## config.mk

```make
export PLATFORM = sky130hd
export DESIGN_NAME = moving_average
export DESIGN_NICKNAME = d
export VERILOG_FILES = /design/src/rtl/moving_average.sv
export SDC_FILE = /design/constraint.sdc
export NUM_CORES = 1
export LEC_CHECK = 0
export CORE_ASPECT_RATIO = 1.75
export CORE_MARGIN = 1
export CORE_UTILIZATION = 45
export CTS_BUF_LIST = sky130_fd_sc_hd__clkbuf_2 sky130_fd_sc_hd__clkbuf_4 sky130_fd_sc_hd__clkbuf_8
export CTS_CLUSTER_SIZE = 12
export DETAILED_ROUTE_END_ITERATION = 7
export GPL_TIMING_DRIVEN = 0
export PLACE_DENSITY_LB_ADDON = 0.2
export SETUP_SLACK_MARGIN = 0.4
export SYNTH_ARGS = -nofsm -noshare
export SYNTH_HDL_FRONTEND = slang
export SYNTH_SLANG_ARGS = --single-unit
```

## constraint.sdc

```tcl
create_clock -name clk -period 3.15 [get_ports clk]
set_input_delay 0.63 -clock clk [delete_from_list [all_inputs] [get_ports clk]]
set_output_delay 0.63 -clock clk [all_outputs]
set_load 0.02 [all_outputs]
```

## src/rtl/moving_average.sv

```systemverilog
// Streaming boxcar averager: running window sum fed by the current sample and
// the sample leaving the window, with truncated mean, valid and per-sample strobe.
module moving_average #(
    parameter int N        = 8,
    parameter int LOG2_LEN = 2
) (
    input  logic                  clk,
    input  logic                  rst_n,
    input  logic                  ce,
    input  logic                  clr,
    input  logic [N-1:0]          i_data,
    input  logic [N-1:0]          i_delayed,
    output logic [N+LOG2_LEN-1:0] o_sum,
    output logic [N-1:0]          o_avg,
    output logic                  o_valid,
    output logic                  o_strobe
);

    localparam int SW  = N + LOG2_LEN;
    localparam int CW  = LOG2_LEN + 1;
    localparam int LEN = 1 << LOG2_LEN;
    localparam logic [CW-1:0] LAST = CW'(LEN - 1);

    typedef enum logic {FILL, RUN} state_t;

    state_t        state;
    logic [CW-1:0] count;
    logic [SW-1:0] data_ext;
    logic [SW-1:0] dly_ext;
    logic [SW-1:0] next_sum;

    assign data_ext = {{LOG2_LEN{1'b0}}, i_data};
    assign dly_ext  = {{LOG2_LEN{1'b0}}, i_delayed};

    // During FILL the delay line still holds stale/unreset data, so it is ignored.
    always_comb begin
        next_sum = o_sum + data_ext;
        if (state == RUN)
            next_sum = o_sum + data_ext - dly_ext;
    end

    always_ff @(posedge clk or negedge rst_n) begin
        if (!rst_n) begin
            state    <= FILL;
            count    <= '0;
            o_sum    <= '0;
            o_avg    <= '0;
            o_valid  <= 1'b0;
            o_strobe <= 1'b0;
        end else if (clr) begin
            state    <= FILL;
            count    <= '0;
            o_sum    <= '0;
            o_avg    <= '0;
            o_valid  <= 1'b0;
            o_strobe <= 1'b0;
        end else if (ce) begin
            o_sum    <= next_sum;
            o_avg    <= next_sum[SW-1:LOG2_LEN];
            o_strobe <= (state == RUN) || (count == LAST);
            if (state == FILL) begin
                count <= count + 1'b1;
                if (count == LAST) begin
                    state   <= RUN;
                    o_valid <= 1'b1;
                end
            end
        end else begin
            o_strobe <= 1'b0;
        end
    end

endmodule
```

=== Word level (Yosys, flattened, before mapping) ===
Index checks and enable logic that the tools add are counted.

* Add/sub/neg operators: 3
* Equal/unequal tests: 2
* Mux-type cells: 18
* Reductions and logical operators: 5

{| class="wikitable"
|+ Operators by type and width
! cell !! count
|-
| $mux W10 || 3
|-
| $mux W8 || 2
|-
| $add A10 B8 Y10 || 1
|-
| $mux W1 || 10
|-
| $sub A10 B8 Y10 || 1
|-
| $mux W3 || 3
|-
| $reduce_bool A2 Y1 || 2
|-
| $add A3 B1 Y3 const B || 1
|-
| $eq A3 B2 Y1 const B || 1
|-
| $reduce_and A3 Y1 || 1
|-
| $ne A2 B2 Y1 const B || 1
|-
| $reduce_and A2 Y1 || 1
|-
| $logic_or A1 B1 Y1 || 1
|}

* Register bits: 24
* Input port bits: 20
* Output and inout bits: 20
* Word-level logic and storage cells: 34

=== Logic depth before layout (Yosys ltp) ===
Gate-level depths: netlist of run 1.

* Depth in word-level cells: 5
* Depth in mapped cells: 15
* Gate-level depth less buffers: 15

=== Worst setup path before layout of run 1 ===
Ideal clock, no wire load.

* Path kind: input port to flip-flop
* Start: input port i_data[0]
* End: register o_sum[9]
* Setup time: 0.119 ns
* Data arrival time: 2.989 ns
* Required time: 3.031 ns
* Slack: 0.042 ns
* Stages on the path: 12
* Path buffers: 0
* Cells stage by stage: ha_1 > inv_1 > fa_1 > inv_1 > ha_1 > nor2b_4 > o31a_1 > o31a_1 > o221ai_2 > nand4_1 > and3_1 > o21ba_1

* Word-level cells in the longest chain between the ends: 5

{| class="wikitable"
|+ RTL lines
! what !! line !! source
|-
| start, declared || 11 || <nowiki>input logic [N-1:0] i_data,</nowiki>
|-
| $add A10 B8 Y10 (*) || 37, 39 ||
|-
| $sub A10 B8 Y10 || 39 || <nowiki>next_sum = o_sum + data_ext - dly_ext;</nowiki>
|-
| $mux W10 (*) || 38 || <nowiki>if (state == RUN)</nowiki>
|-
| $mux W10 (*) || 57 || <nowiki>end else if (ce) begin</nowiki>
|-
| $mux W10 (*) || 50 || <nowiki>end else if (clr) begin</nowiki>
|-
| end signal, assigned || 58 || <nowiki>o_sum <= next_sum;</nowiki>
|-
| end, declared || 13 || <nowiki>output logic [N+LOG2_LEN-1:0] o_sum,</nowiki>
|}

Mark *: on every way between the ends. The rest lies on a longest branch, timed or not. The select of a mux whose other input is x is not followed.
A chain may end at the register's enable or synchronous reset.

=== Worst setup path in the final report of run 1 ===
* Start: input port i_data[3]
* End: register o_sum[5]

The elaborated chain is that of the path after synthesis.

==> results of run 1 <==
## routing by layer
metal | global-route usage (%) | part of all wire [%] | up-vias | wire length, um
li1 | - | - | 766 | -
met1 | 28.8 | 34 | 788 | 1720
met2 | 48.2 | 54 | 88 | 2730
met3 | 3.86 | 4.2 | 34 | 210
met4 | 19.7 | 7.2 | 0 | 362
met5 | 0 | 0 | - | 0
## flip-flops by register name, indices dropped and copies added (netlist names)
register and cells:
o_sum 10, count 3, o_strobe 1, o_valid 1, state 1
## cell type report
class / instances / area share, %
clock buffer: 3 / 1.71
buffer: 12 / 3.11
sequential: 16 / 16.6
tap: 43 / 2.23
inverter: 19 / 2.96
timing repair buffer: 62 / 23.1
multi-input combinational: 137 / 50.2
## cell usage after synthesis
cell and instances:
fa_1 2, o21ba_1 1, a311oi_1 2, nand3b_1 1
mux2i_1 6, and3_1 2, o31a_1 3, xnor2_1 10
nand2_1 9, a31o_2 2, a21oi_1 9, o221ai_2 1
clkbuf_1 4, o21a_1 3, nor2b_4 1, inv_1 19
xor2_1 1, a21o_1 1, a211oi_1 8, nand4_1 1
buf_4 8, nor2_1 29, o21ai_2 1, a21bo_2 1
dfrtp_1 16, o21bai_1 1, nor3_1 5, ha_1 18
nand3_1 3, nor2b_1 3, a31oi_1 2, o21ai_0 11
## logic make-up (layout without fill, tap and decap cells)
group / Yosys count / count (layout) / synth area share, %
and+or+nand+nor: 54 / 54 / 15.8
AOI/OAI and AO/OA: 46 / 46 / 20.7
buffers and inverters: 31 / 96 / 9.60
adders and majority gates: 20 / 20 / 17.4
DFF: 16 / 16 / 26.3
xor gates and xnor gates: 11 / 11 / 6.32
muxes: 6 / 6 / 3.94
## cells in the final DEF, fill, tap and decap left out, types with 7 or more instances in the layout
cell,n
ha_1,9
inv_1,16
a211oi_1,7
buf_4,32
nor2_1,26
nand2_1,9
dfrtp_1,16
ha_4,9
clkdlybuf4s50_1,33
## timing repair
action | in CTS | in global routing
gates cloned | 0 | 0
setup buffers | 18 | 6
setup endpoints to repair | 8 | 7
gates resized for setup | 27 | 26
pin swaps | 30 | 21
## metrics by stage
stage	TNS [ns]	std cells
4_1_cts	0	286
3_3_place_gp	-2.50	265
3_5_place_dp	-3.14	265
5_1_grt	-0.220	292
6_report	0	292
2_1_floorplan	0	184
## critical path, delay by kind of cell
kind | cells | cell delay [ns]
AOI/OAI and AO/OA | 4 | 0.62
xor gates and xnor gates | 1 | 0.18
buffers and inverters | 9 | 1.33
and+or+nand+nor | 1 | 0.10
adders and majority gates | 1 | 0.28
## worst max-delay path by stage
stage,from,endpoint,cells past startpoint
finish,i_data[3],o_sum[5],16
global route,i_data[3],o_sum[9],14
CTS,i_data[0],o_sum[9],13
detailed placement,i_data[0],o_sum[9],13
global placement,i_data[0],o_sum[9],13
floorplan,i_data[0],o_sum[9],12
## report_power, final
part	internal (mW)	switching [mW]
Combinational	0.382	0.355
Clock	0.0845	0.0616
Sequential	0.222	0.0248
Total	0.689	0.441
==> results.md, run 1 <==
Cells and area:
- The final layout net count is slightly below 300.
- Cells fill 75.9% of the core in the end.
- In the final layout, flip-flops and latches occupy 400 um^2.
- The share of cells above drive strength 1 is 30.1%.
- The number of diodes added for antenna fixing is 0.
- The area overhead of the layout relative to synthesis is 58.1%.
- The layout has 238 filler cells.
- The final standard cell area without fillers is 0.00241 mm^2.
- The multi-input combinational cells in the finished layout cover a total of 0.00121 mm^2.

Critical path:
- For the worst setup path, the data required time is roughly 3.3 ns.
- For this run, the slowest stage of the critical path takes 0.29 ns.
- The startpoint identified for the worst register-to-register timing path is o_sum[1].
- In this run the critical register-to-register path is captured at o_sum[5].
- STA classifies the critical path endpoint as a flip-flop.
- The setup slack on the worst flop-to-flop path is ~0.18 ns.
- For the worst flop-to-flop path, the logic depth is 15.
- The cell with the largest stage delay on the worst path is a211oi_1.
- The type of the setup path with the least slack is input pin to flip-flop.
- The signal on the critical path passes through dlygate4sd2_1 > ha_4 > o21ai_1 > o21bai_1 > a21oi_1 > xnor2_1 > buf_4 > buf_4 > buf_4 > buf_4 > buf_4 > buf_4 > buf_4 > buf_4 > a211oi_1 > nor3_1.
- In this run the worst path has a maximum fanout of 3.
- The most common cell type on the critical path is buf_4.
- The element type at the critical path start is an input pin.
- The critical path data arrival time is 3.14 ns.

Routing:
- The count of nets left with antenna violations once routing finished came out at 0.
- For this run, design rule violations remaining after detail routing come to 0.
- The first-iteration detailed-routing DRC count is 42.
- The average vias per placed instance is ~5.7.
- The wire length per cell after detailed routing is between 15 and 20 um.
- The first detailed-routing pass took 4 iterations.
- After detailed routing, the total wire length is around 5000 um.
- Across all layers, the routed design uses 1676 vias.

GRT:
- Summed over all layers, the global routing overflow is 0.
- The first-pass GRT wire length is 7550 um.
- The number of global-route vias before repair was ~1700.
- The initial antenna violation count is 0.
- The all-layer global routing usage is 28.0%.
- Entering global routing, the biggest net connects 17 pins.

Place:
- Timing analysis after detailed placement gives a worst setup slack of -0.653 ns.
- The number of buffer cells added on primary ports is 38.
- The half-perimeter wire length after placement is 3220 um.
- The cell area reported after detailed placement is ~0.0020 mm^2.
- At the end of routability-driven placement, the weighted congestion stood at 0.988.

Hold path:
- The worst hold path startpoint is o_valid.
- For hold timing, the worst endpoint is o_valid.
- The min-delay analysis places its worst path in the category flip-flop to flip-flop.
- The worst hold path cell count is 2.

Flow run:
- Max-cap violations in this run came to 0.

Synthesis:
- The number of synthesized register bits is 16.
- In this run, distinct cell masters in the synthesized netlist total 32.
- The net count after synthesis is between 200 and 250.
- The largest total area in the synthesized netlist belongs to dfrtp_1.
- The share of the yosys chip area belonging to registers is 26.3%.
- The number of warnings printed during yosys synthesis is 0.
- The portion of synthesized cell area occupied by the leading cell type is 26.3%.
- The count of mapped cells out of synthesis is 184.
- The cell area after technology mapping is approximately 0.0015 mm^2.
- By area the synthesized netlist is led by dfrtp_1 26%, ha_1 15%, nor2_1 7.1%.
- The synthesized area per cell is around 8.3 um^2.

Clocking:
- The H-tree depth reported by CTS is 1.
- The clock drives 16 sinks.
- The clock network latency to the later pin of the worst-skew pair is 0.24 ns.
- The buffer cell driving the clock tree root is clkbuf_8.
- After clock tree synthesis, the flow added hold-fix buffers numbering 0.
- Clock tree synthesis inserted a total of 3 buffers.
- TritonCTS built the clock tree.
- Clock-pin slew was measured on the worst setup and hold paths at ~0.060 ns.
- The maximum buffer depth of the clock tree is 2.

STA:
- The ratio of final minimum period to clock period is 96.1%.
- The worst pin sits at a relative slew slack of 53.2%.
- Setup repair after global routing could not meet its margin everywhere.
- The number of failing hold endpoints at the final stage came to 0.
- The final max-slew violation count is 0.
- The worst hold slack across all endpoints is 0.520 ns.
- The post-route minimum period is about 3 ns.
- Across the routed clock network, the largest skew measured is slightly below 0.003 ns.
- The count of endpoints failing setup in the final report is 0.
- The setup slack of the critical path after layout is 0.122 ns.
- At the pin with the least slew margin, the transition time is 0.700 ns.
- The top achievable clock speed is roughly 0.33 GHz.

Power and ir drop:
- The maximum resistive drop on vdd is slightly below 0.3 mV.
- The power density relative to cell area is 469 mW/mm^2.
- Overall power consumption after layout is estimated at 1.13 mW.
- Summed over all cells, the static leakage comes to 1.09 nW.

Floorplanning:
- The initial standard-cell utilization of the core is roughly half.
- The area of the die is 0.00364 mm^2.
- In this run the horizontal extent of the chip is 46.0 um.
- The number of primary I/O pins is 40.
- The floorplan step set the die height to 79.0 um.
- The area inside the core boundary is 0.00318 mm^2.
- The initialized floorplan defines 27 standard-cell rows.

Run status:
- The run finished with clean final reports.
Power figures use the tool's default switching activity.
==> run 2, diff against run 1 <==
--- a/config.mk
+++ b/config.mk
@@ -13,7 +13,7 @@
 export DETAILED_ROUTE_END_ITERATION = 7
 export GPL_TIMING_DRIVEN = 0
 export PLACE_DENSITY_LB_ADDON = 0.2
-export SETUP_SLACK_MARGIN = 0.4
+export SETUP_SLACK_MARGIN = 0.1
 export SYNTH_ARGS = -nofsm -noshare
 export SYNTH_HDL_FRONTEND = slang
 export SYNTH_SLANG_ARGS = --single-unit
==> results.md, run 2 (synthesis gave the netlist of run 1 again) <==
Clocking:
- The number of buffers inserted during clock tree synthesis is 3 (unchanged).
- The clock tree from TritonCTS is done (unchanged).
- The clock transition time at the flip-flop clock pins of the worst setup and hold paths came to 0.07 ns (was 0.06 ns).
- The buffer cell driving the clock tree root is clkbuf_8 (unchanged).
- The clock network latency to the later pin of the worst-skew pair came to 0.25 ns (was 0.24 ns).
- The number of buffers added to fix hold violations after cts came to 0 (unchanged).
- The maximum buffer depth of the clock tree is 2 (unchanged).
- The total number of clock tree sinks is 16 (unchanged).
- The H-tree depth reported by CTS is 1 (unchanged).

STA:
- The measured slew at the worst slew-check pin is 0.734 ns (was 0.700 ns).
- The final clock skew is 0.00372 ns (was 0.00297 ns).
- The count of endpoints failing setup in the final report came to 0 (unchanged).
- The top achievable clock speed is 0.330 GHz (about the same).
- The number of failing hold endpoints at the final stage is 0 (unchanged).
- The post-route minimum period is 3.03 ns (about the same).
- The worst hold slack across all endpoints is 0.510 ns (was 0.520 ns).
- The final max-slew violation count is 0 (unchanged).
- The ratio of final minimum period to clock period is 96.3% (was 96.1%).
- The tightest slew margin relative to the limit is 50.9% (was 53.2%).
- Unrepaired setup endpoints after global routing: true (unchanged).

Routing:
- The count of TritonRoute iterations in the first routing pass came to 4 (unchanged).
- The wire length per cell after detailed routing came to 15.7 um (was 17.2 um).
- The total routed wirelength is 4430 um (was 5020 um).
- The routed via count is 1541 (was 1676).
- The first-iteration detailed-routing DRC count is 29 (was 42).
- The count of nets left with antenna violations after detail routing is 0 (unchanged).
- The residual DRC count is 0 (unchanged).
- The average vias per placed instance was 5.46 (was 5.74).

Floorplanning:
- The number of standard-cell rows in the floorplan was 27 (unchanged).
- The area of the die is 0.00364 mm^2 (unchanged).
- The initial standard-cell utilization of the core is 48.0% (unchanged).
- The number of primary I/O pins is 40 (unchanged).
- The vertical extent of the die is 79.0 um (unchanged).
- The horizontal die dimension came to 46.0 um (unchanged).
- The area inside the core boundary is 0.00318 mm^2 (unchanged).

Cells and area:
- The share of cells above drive strength 1 is 24.3% (was 30.1%).
- The register with the most flip-flops is o_sum (unchanged).
- Top flop regs: o_sum: 10 flops, count: 3 flops (unchanged).
- The flip-flop count of the largest register after layout was 10 (unchanged).
- The commonest non-fill, non-tap cell in the layout was clkdlybuf4s50_1 (unchanged).
- The final layout net count is 280 (was 291).
- Commonest cells after routing, fill and taps aside: 33 x clkdlybuf4s50_1, 25 x nor2_1, 21 x buf_4 (was 33 x clkdlybuf4s50_1, 32 x buf_4, 26 x nor2_1).
- The number of fill cells in the layout is 263 (was 238).
- The register area came to 400 um^2 (unchanged).
- The area overhead of the layout relative to synthesis is 49.6% (was 58.1%).
- The multi-input combinational cell area is 0.00116 mm^2 (was 0.00121 mm^2).
- The number of diodes added for antenna fixing is 0 (unchanged).

Critical path:
- The cell with the largest stage delay on the worst path was fa_2 (was a211oi_1).
- The required time of the critical path was 3.29 ns (was 3.27 ns).
- The cell family contributing the most delay on the critical path was compound AO/OA/AOI/OAI gates (was buffers and inverters).
- The critical path buffer and inverter count is 3 (was 9).
- The critical path data arrival time is 3.17 ns (was 3.14 ns).
- Critical-path cell list: buf_6 > ha_4 > inv_2 > fa_2 > inv_2 > ha_4 > nor2b_4 > o31a_1 > o31a_1 > o221ai_4 > nand4_1 > and3_1 > o21ba_1 (was dlygate4sd2_1 > ha_4 > o21ai_1 > o21bai_1 > a21oi_1 > xnor2_1 > buf_4 > buf_4 > buf_4 > buf_4 > buf_4 > buf_4 > buf_4 > buf_4 > a211oi_1 > nor3_1).
- The largest driver fanout on the critical path came to 3 (unchanged).
- The endpoint type of the worst setup path is a flip-flop (unchanged).
- The element type at the critical path start is an input pin (unchanged).
- The type of the setup path with the least slack is input pin to flip-flop (unchanged).
- The largest stage delay on the critical path came to 0.55 ns (was 0.29 ns).

GRT:
- The initial antenna violation count was 0 (unchanged).
- The first-pass GRT wire length is 7000 um (was 7550 um).
- The pin count of the biggest net entering global routing was 17 (unchanged).
- The aggregate global routing overflow is 0 (unchanged).
- The all-layer global routing usage is 26.2% (was 28.0%).
- The number of global-route vias before repair was 1570 (was 1736).

Power and ir drop:
- The maximum resistive drop on vdd is 0.285 mV (was 0.295 mV).
- The power density relative to cell area is 456 mW/mm^2 (was 469 mW/mm^2).
- The total internal power is 650 uW (was 689 uW).
- The share of total power in sequential cells was 23.7% (was 21.9%).
- The static leakage was 1.02 nW (was 1.09 nW).
- The relative contribution of the clock network to total power came to 17.3% (was 12.9%).
- The power dissipated by switching net loads came to 390 uW (was 441 uW).
- The combinational fraction of design power is 59.0% (was 65.2%).
- The switching power share of the total is 37.5% (was 39.0%).
- The power consumption is 1.04 mW (was 1.13 mW).

Place:
- The number of buffer cells added on primary ports is 38 (unchanged).
- The final weighted congestion in routability-driven placement is 0.979 (was 0.988).
- The half-perimeter wire length after placement is 3190 um (was 3220 um).

Hold path:
- The type of the worst min-delay path is flip-flop to flip-flop (unchanged).

Run status:
- Result of the run: finished clean (unchanged).

Flow run:
- The max-cap check violation count is 0 (unchanged).
==> run 2: cell count changes in the layout (fill, tap and decap cells not counted), sizes merged <==
cell / change
buf: -11
clkbuf: +1
clkdlybuf4s15: -1
dlygate4sd2: +1
==> run 2: final timing paths <==
path                       slack (ns)      start  endpoint  depth (start not counted)
setup / recovery                 0.12  i_data[0]  o_sum[9]                         13
hold / removal                   0.51    o_valid   o_valid                          2
setup reg to reg                 0.14   o_sum[0]  o_sum[9]                         12
hold reg to reg                  0.51    o_valid   o_valid                          2
max in group asynchronous        1.87      rst_n  o_sum[0]                          1
min in group asynchronous        0.82      rst_n  o_sum[9]                          1
==> run 2: layout make-up <==
cell class / count / share of cell area, %
flip-flops and latches: 16 / 17.5
plain buffers: 12 / 3.29
clock buffers: 4 / 2.41
multi-input cells: 137 / 50.7
inverters: 19 / 3.12
well taps: 43 / 2.36
repair buffers: 51 / 20.6
==> run 2: repair_timing <==
| action | CTS | global route |
|---|---|---|
| gates resized for setup | 30 | 16 |
| buffers inserted | 9 | 4 |
| pin swaps | 18 | 11 |
| endpoints found under the setup margin | 7 | 5 |
==> run 2: worst register-to-register path, cell delays in order, from the launching register on <==
cell and delay (ns):
dfrtp_1 0.41, ha_4 0.17, inv_2 0.04, fa_2 0.55, inv_2 0.05, ha_4 0.22, nor2b_4 0.12, o31a_1 0.33
o31a_1 0.30, o221ai_4 0.19, nand4_1 0.16, and3_1 0.20, o21ba_1 0.16
==> run 2: metrics by stage <==
step | TNS [ns] | instance area, um^2 | utilization [%] | setup slack, ns | instances
floorplan | 0 | 1530 | - | 0.0422 | 184
global placement | -3.09 | 1960 | 61.7 | -0.672 | 265
detailed placement | -3.66 | 1960 | 61.7 | -0.765 | 265
CTS | 0 | 2190 | 68.8 | 0.104 | 278
global route | 0 | 2280 | 71.9 | 0.0754 | 282
finish | 0 | 2280 | 71.9 | 0.118 | 282
==> run 2: power by group through the flow <==
stage          Combinational (mW)  Sequential, mW  Clock, mW
2_1_floorplan               0.309           0.257          0
3_3_place_gp                0.441           0.245          0
3_5_place_dp                0.467           0.245          0
4_1_cts                     0.551           0.245      0.183
5_1_grt                     0.667           0.248      0.194
6_report                    0.614           0.246      0.180
==> run 2: routing by layer <==
layer / track usage (%) / up-vias / wire length (um)
met4: 7.06 / 0 / 102
met5: 0 / - / 0
li1: - / 740 / -
met3: 3.18 / 10 / 123
met1: 29.0 / 747 / 1590
met2: 48.9 / 44 / 2610
==> run 3, diff against run 2 <==
--- a/config.mk
+++ b/config.mk
@@ -7,12 +7,13 @@
 export LEC_CHECK = 0
 export CORE_ASPECT_RATIO = 1.75
 export CORE_MARGIN = 1
-export CORE_UTILIZATION = 45
+export CORE_UTILIZATION = 66
 export CTS_BUF_LIST = sky130_fd_sc_hd__clkbuf_2 sky130_fd_sc_hd__clkbuf_4 sky130_fd_sc_hd__clkbuf_8
 export CTS_CLUSTER_SIZE = 12
 export DETAILED_ROUTE_END_ITERATION = 7
+export DONT_BUFFER_PORTS = 1
 export GPL_TIMING_DRIVEN = 0
-export PLACE_DENSITY_LB_ADDON = 0.2
+export PLACE_DENSITY = 0.82
 export SETUP_SLACK_MARGIN = 0.1
 export SYNTH_ARGS = -nofsm -noshare
 export SYNTH_HDL_FRONTEND = slang
==> results.md, run 3 (synthesis gave the netlist of run 1 again) <==
Power and ir drop:
- The power density relative to cell area is 488 mW/mm^2 (was 456 mW/mm^2).
- The static leakage is 0.818 nW (was 1.02 nW).
- The switching power share of the total was 42.1% (was 37.5%).
- The share of total power in sequential cells is 30.1% (was 23.7%).
- The combinational fraction of design power is 57.7% (was 59.0%).
- The maximum resistive drop on vdd was 0.329 mV (was 0.285 mV).
- The power dissipated by switching net loads is 367 uW (was 390 uW).
- The total internal power is 505 uW (was 650 uW).
- The relative contribution of the clock network to total power is 12.2% (was 17.3%).

STA:
- Unrepaired setup endpoints after global routing: true (unchanged).
- The ratio of final minimum period to clock period is 99.1% (was 96.3%).
- The worst hold slack across all endpoints was 0.0288 ns (was 0.510 ns).
- The setup slack of the critical path after layout came to 0.0298 ns (was 0.118 ns).
- The count of endpoints failing setup in the final report was 0 (unchanged).
- The number of failing hold endpoints at the final stage is 0 (unchanged).
- The final max-slew violation count is 0 (unchanged).
- The post-route minimum period came to 3.12 ns (was 3.03 ns).
- The final clock skew is 0.00376 ns (was 0.00372 ns).
- The top achievable clock speed was 0.320 GHz (was 0.330 GHz).
- The tightest slew margin relative to the limit came to 62.3% (was 50.9%).
- The measured slew at the worst slew-check pin is 0.565 ns (was 0.734 ns).

Critical path:
- The reg-to-reg critical path endpoint is o_sum[9] (unchanged).
- The required time of the critical path was 3.33 ns (was 3.29 ns).
- The length in cells of the worst reg-to-reg path came to 12 (unchanged).
- The critical path data arrival time came to 3.30 ns (was 3.17 ns).
- The largest driver fanout on the critical path is 4 (was 3).
- The type of the setup path with the least slack was flip-flop to flip-flop (was input pin to flip-flop).
- The element type at the critical path start is a flip-flop (was input pin).
- The startpoint of the lowest-slack register-to-register path is o_sum[0] (unchanged).
- The setup slack on the worst flop-to-flop path is 0.03 ns (was 0.14 ns).
- The endpoint type of the worst setup path was a flip-flop (unchanged).

Routing:
- The wire length on met1 is 1500 um (was 1590 um).
- The sum of met3 wire segment lengths after detailed routing is 225 um (was 123 um).
- The residual DRC count is 0 (unchanged).
- The wire length per cell after detailed routing was 18.8 um (was 15.7 um).
- The total routed wirelength is 4090 um (was 4430 um).
- The wire length on met2 was 2180 um (was 2610 um).
- The routed via count is 1405 (was 1541).
- The uppermost layer routed is met4 (unchanged).
- The count of TritonRoute iterations in the first routing pass is 4 (unchanged).
- The average vias per placed instance came to 6.44 (was 5.46).
- The count of nets left with antenna violations after detail routing is 0 (unchanged).
- The first-iteration detailed-routing DRC count is 56 (was 29).

Cells and area:
- The area overhead of the layout relative to synthesis is 17.1% (was 49.6%).
- The share of cells above drive strength 1 is 25.8% (was 24.3%).
- Commonest cells after routing, fill and taps aside: 26 x nor2_1, 17 x inv_1, 15 x buf_4 (was 33 x clkdlybuf4s50_1, 25 x nor2_1, 21 x buf_4).
- The number of diodes added for antenna fixing is 0 (unchanged).
- The number of fill cells in the layout is 115 (was 263).
- The flip-flop count of the largest register after layout is 10 (unchanged).
- The register with the most flip-flops was o_sum (unchanged).
- The multi-input combinational cell area is 0.00113 mm^2 (was 0.00116 mm^2).
- Top flop regs: o_sum: 10 flops, count: 3 flops (unchanged).
- The share of the core filled with cells is 83.2% (was 71.9%).
- The commonest non-fill, non-tap cell in the layout is nor2_1 (was clkdlybuf4s50_1).
- The final layout net count is 236 (was 280).
- The register area is 404 um^2 (was 400 um^2).

GRT:
- The pin count of the biggest net entering global routing was 17 (unchanged).
- The all-layer global routing usage came to 33.0% (was 26.2%).
- The number of global-route vias before repair is 1390 (was 1570).
- The aggregate global routing overflow is 0 (unchanged).
- The initial antenna violation count is 0 (unchanged).
- The first-pass GRT wire length was 5970 um (was 7000 um).

Place:
- The worst slack after detailed placement is -0.288 ns (was -0.765 ns).
- The final weighted congestion in routability-driven placement is 0.792 (was 0.979).
- The half-perimeter wire length after placement was 2740 um (was 3190 um).
- The number of buffer cells added on primary ports is 0 (was 38).

Floorplanning:
- The horizontal die dimension is 38.3 um (was 46.0 um).
- The number of standard-cell rows in the floorplan is 22 (was 27).
- The vertical extent of the die is 65.6 um (was 79.0 um).
- The area inside the core boundary is 0.00215 mm^2 (was 0.00318 mm^2).
- The area of the die is 0.00251 mm^2 (was 0.00364 mm^2).
- The number of primary I/O pins is 40 (unchanged).
- The initial standard-cell utilization of the core is 71.0% (was 48.0%).

Hold path:
- The type of the worst min-delay path is input pin to async pin (was flip-flop to flip-flop).

Run status:
- Result of the run: finished clean (unchanged).

Clocking:
- The maximum buffer depth of the clock tree was 2 (unchanged).
- The clock transition time at the flip-flop clock pins of the worst setup and hold paths is 0.09 ns (was 0.07 ns).
- The clock network latency to the later pin of the worst-skew pair is 0.28 ns (was 0.25 ns).
- The number of buffers added to fix hold violations after cts came to 0 (unchanged).
- The H-tree depth reported by CTS was 1 (unchanged).
- The number of buffers inserted during clock tree synthesis is 3 (unchanged).
- The total number of clock tree sinks is 16 (unchanged).
- The buffer cell driving the clock tree root is clkbuf_4 (was clkbuf_8).
- The clock tree from TritonCTS is done (unchanged).

Flow run:
- The max-cap check violation count is 0 (unchanged).
-- run 3: power groups by stage --
stage	Clock [mW]	Sequential [mW]	Combinational, mW
after floorplan	0	0.257	0.309
after global placement	0	0.262	0.346
after detailed placement	0	0.263	0.370
after CTS	0.106	0.261	0.393
after global routing	0.111	0.265	0.543
final	0.106	0.263	0.503
-- run 3: per-stage QoR --
step                      instances  total power [mW]  cell area, um^2  setup TNS (ns)
final                           218             0.872             1790               0
after global routing            218             0.920             1790          -0.238
after CTS                       214             0.760             1640               0
after detailed placement        208             0.633             1560          -0.591
after global placement          208             0.608             1560          -0.263
after floorplan                 184             0.566             1530               0
-- run 3: what timing repair did --
item / CTS / global route
pin swaps: 12 / 21
gates cloned: 0 / 0
setup endpoints to repair: 6 / 5
setup buffers: 3 / 4
resized for setup: 12 / 23
hold endpoints to repair: 0 / 0
-- run 3: worst max path at each step --
stage / start / end / slack, ns / cells past startpoint
after floorplan: i_data[0] / o_sum[9] / 0.04 / 12
after global placement: i_data[0] / o_sum[9] / -0.16 / 12
after detailed placement: i_data[0] / o_sum[9] / -0.29 / 14
after CTS: o_sum[0] / o_sum[9] / 0.01 / 12
after global routing: o_sum[0] / o_sum[9] / -0.14 / 14
final: o_sum[0] / o_sum[9] / 0.03 / 12
-- run 3: area by class of cell --
type | count | share of cell area (%)
flip-flops and latches | 16 | 22.6
clock buffers | 3 | 1.26
multi-input cells | 137 | 63.3
repair buffers | 7 | 2.94
well taps | 24 | 1.68
inverters | 19 | 3.99
plain buffers | 12 | 4.20
-- run 3: routing by layer --
metal / global-route usage, % / vias to the layer above
li1: - / 652
met1: 35.4 / 654
met2: 60.2 / 76
met3: 4.39 / 23
met4: 14.7 / 0
met5: 0 / -
-- run 3: critical path: stages (launching register included) --
cell	delay [ns]
dfrtp_2	0.48
ha_4	0.18
inv_2	0.04
fa_2	0.38
xnor2_2	0.29
ha_4	0.26
o21a_1	0.16
o31a_1	0.13
o31a_1	0.31
o221ai_4	0.22
nand4_1	0.17
and3_1	0.22
o21ba_1	0.17
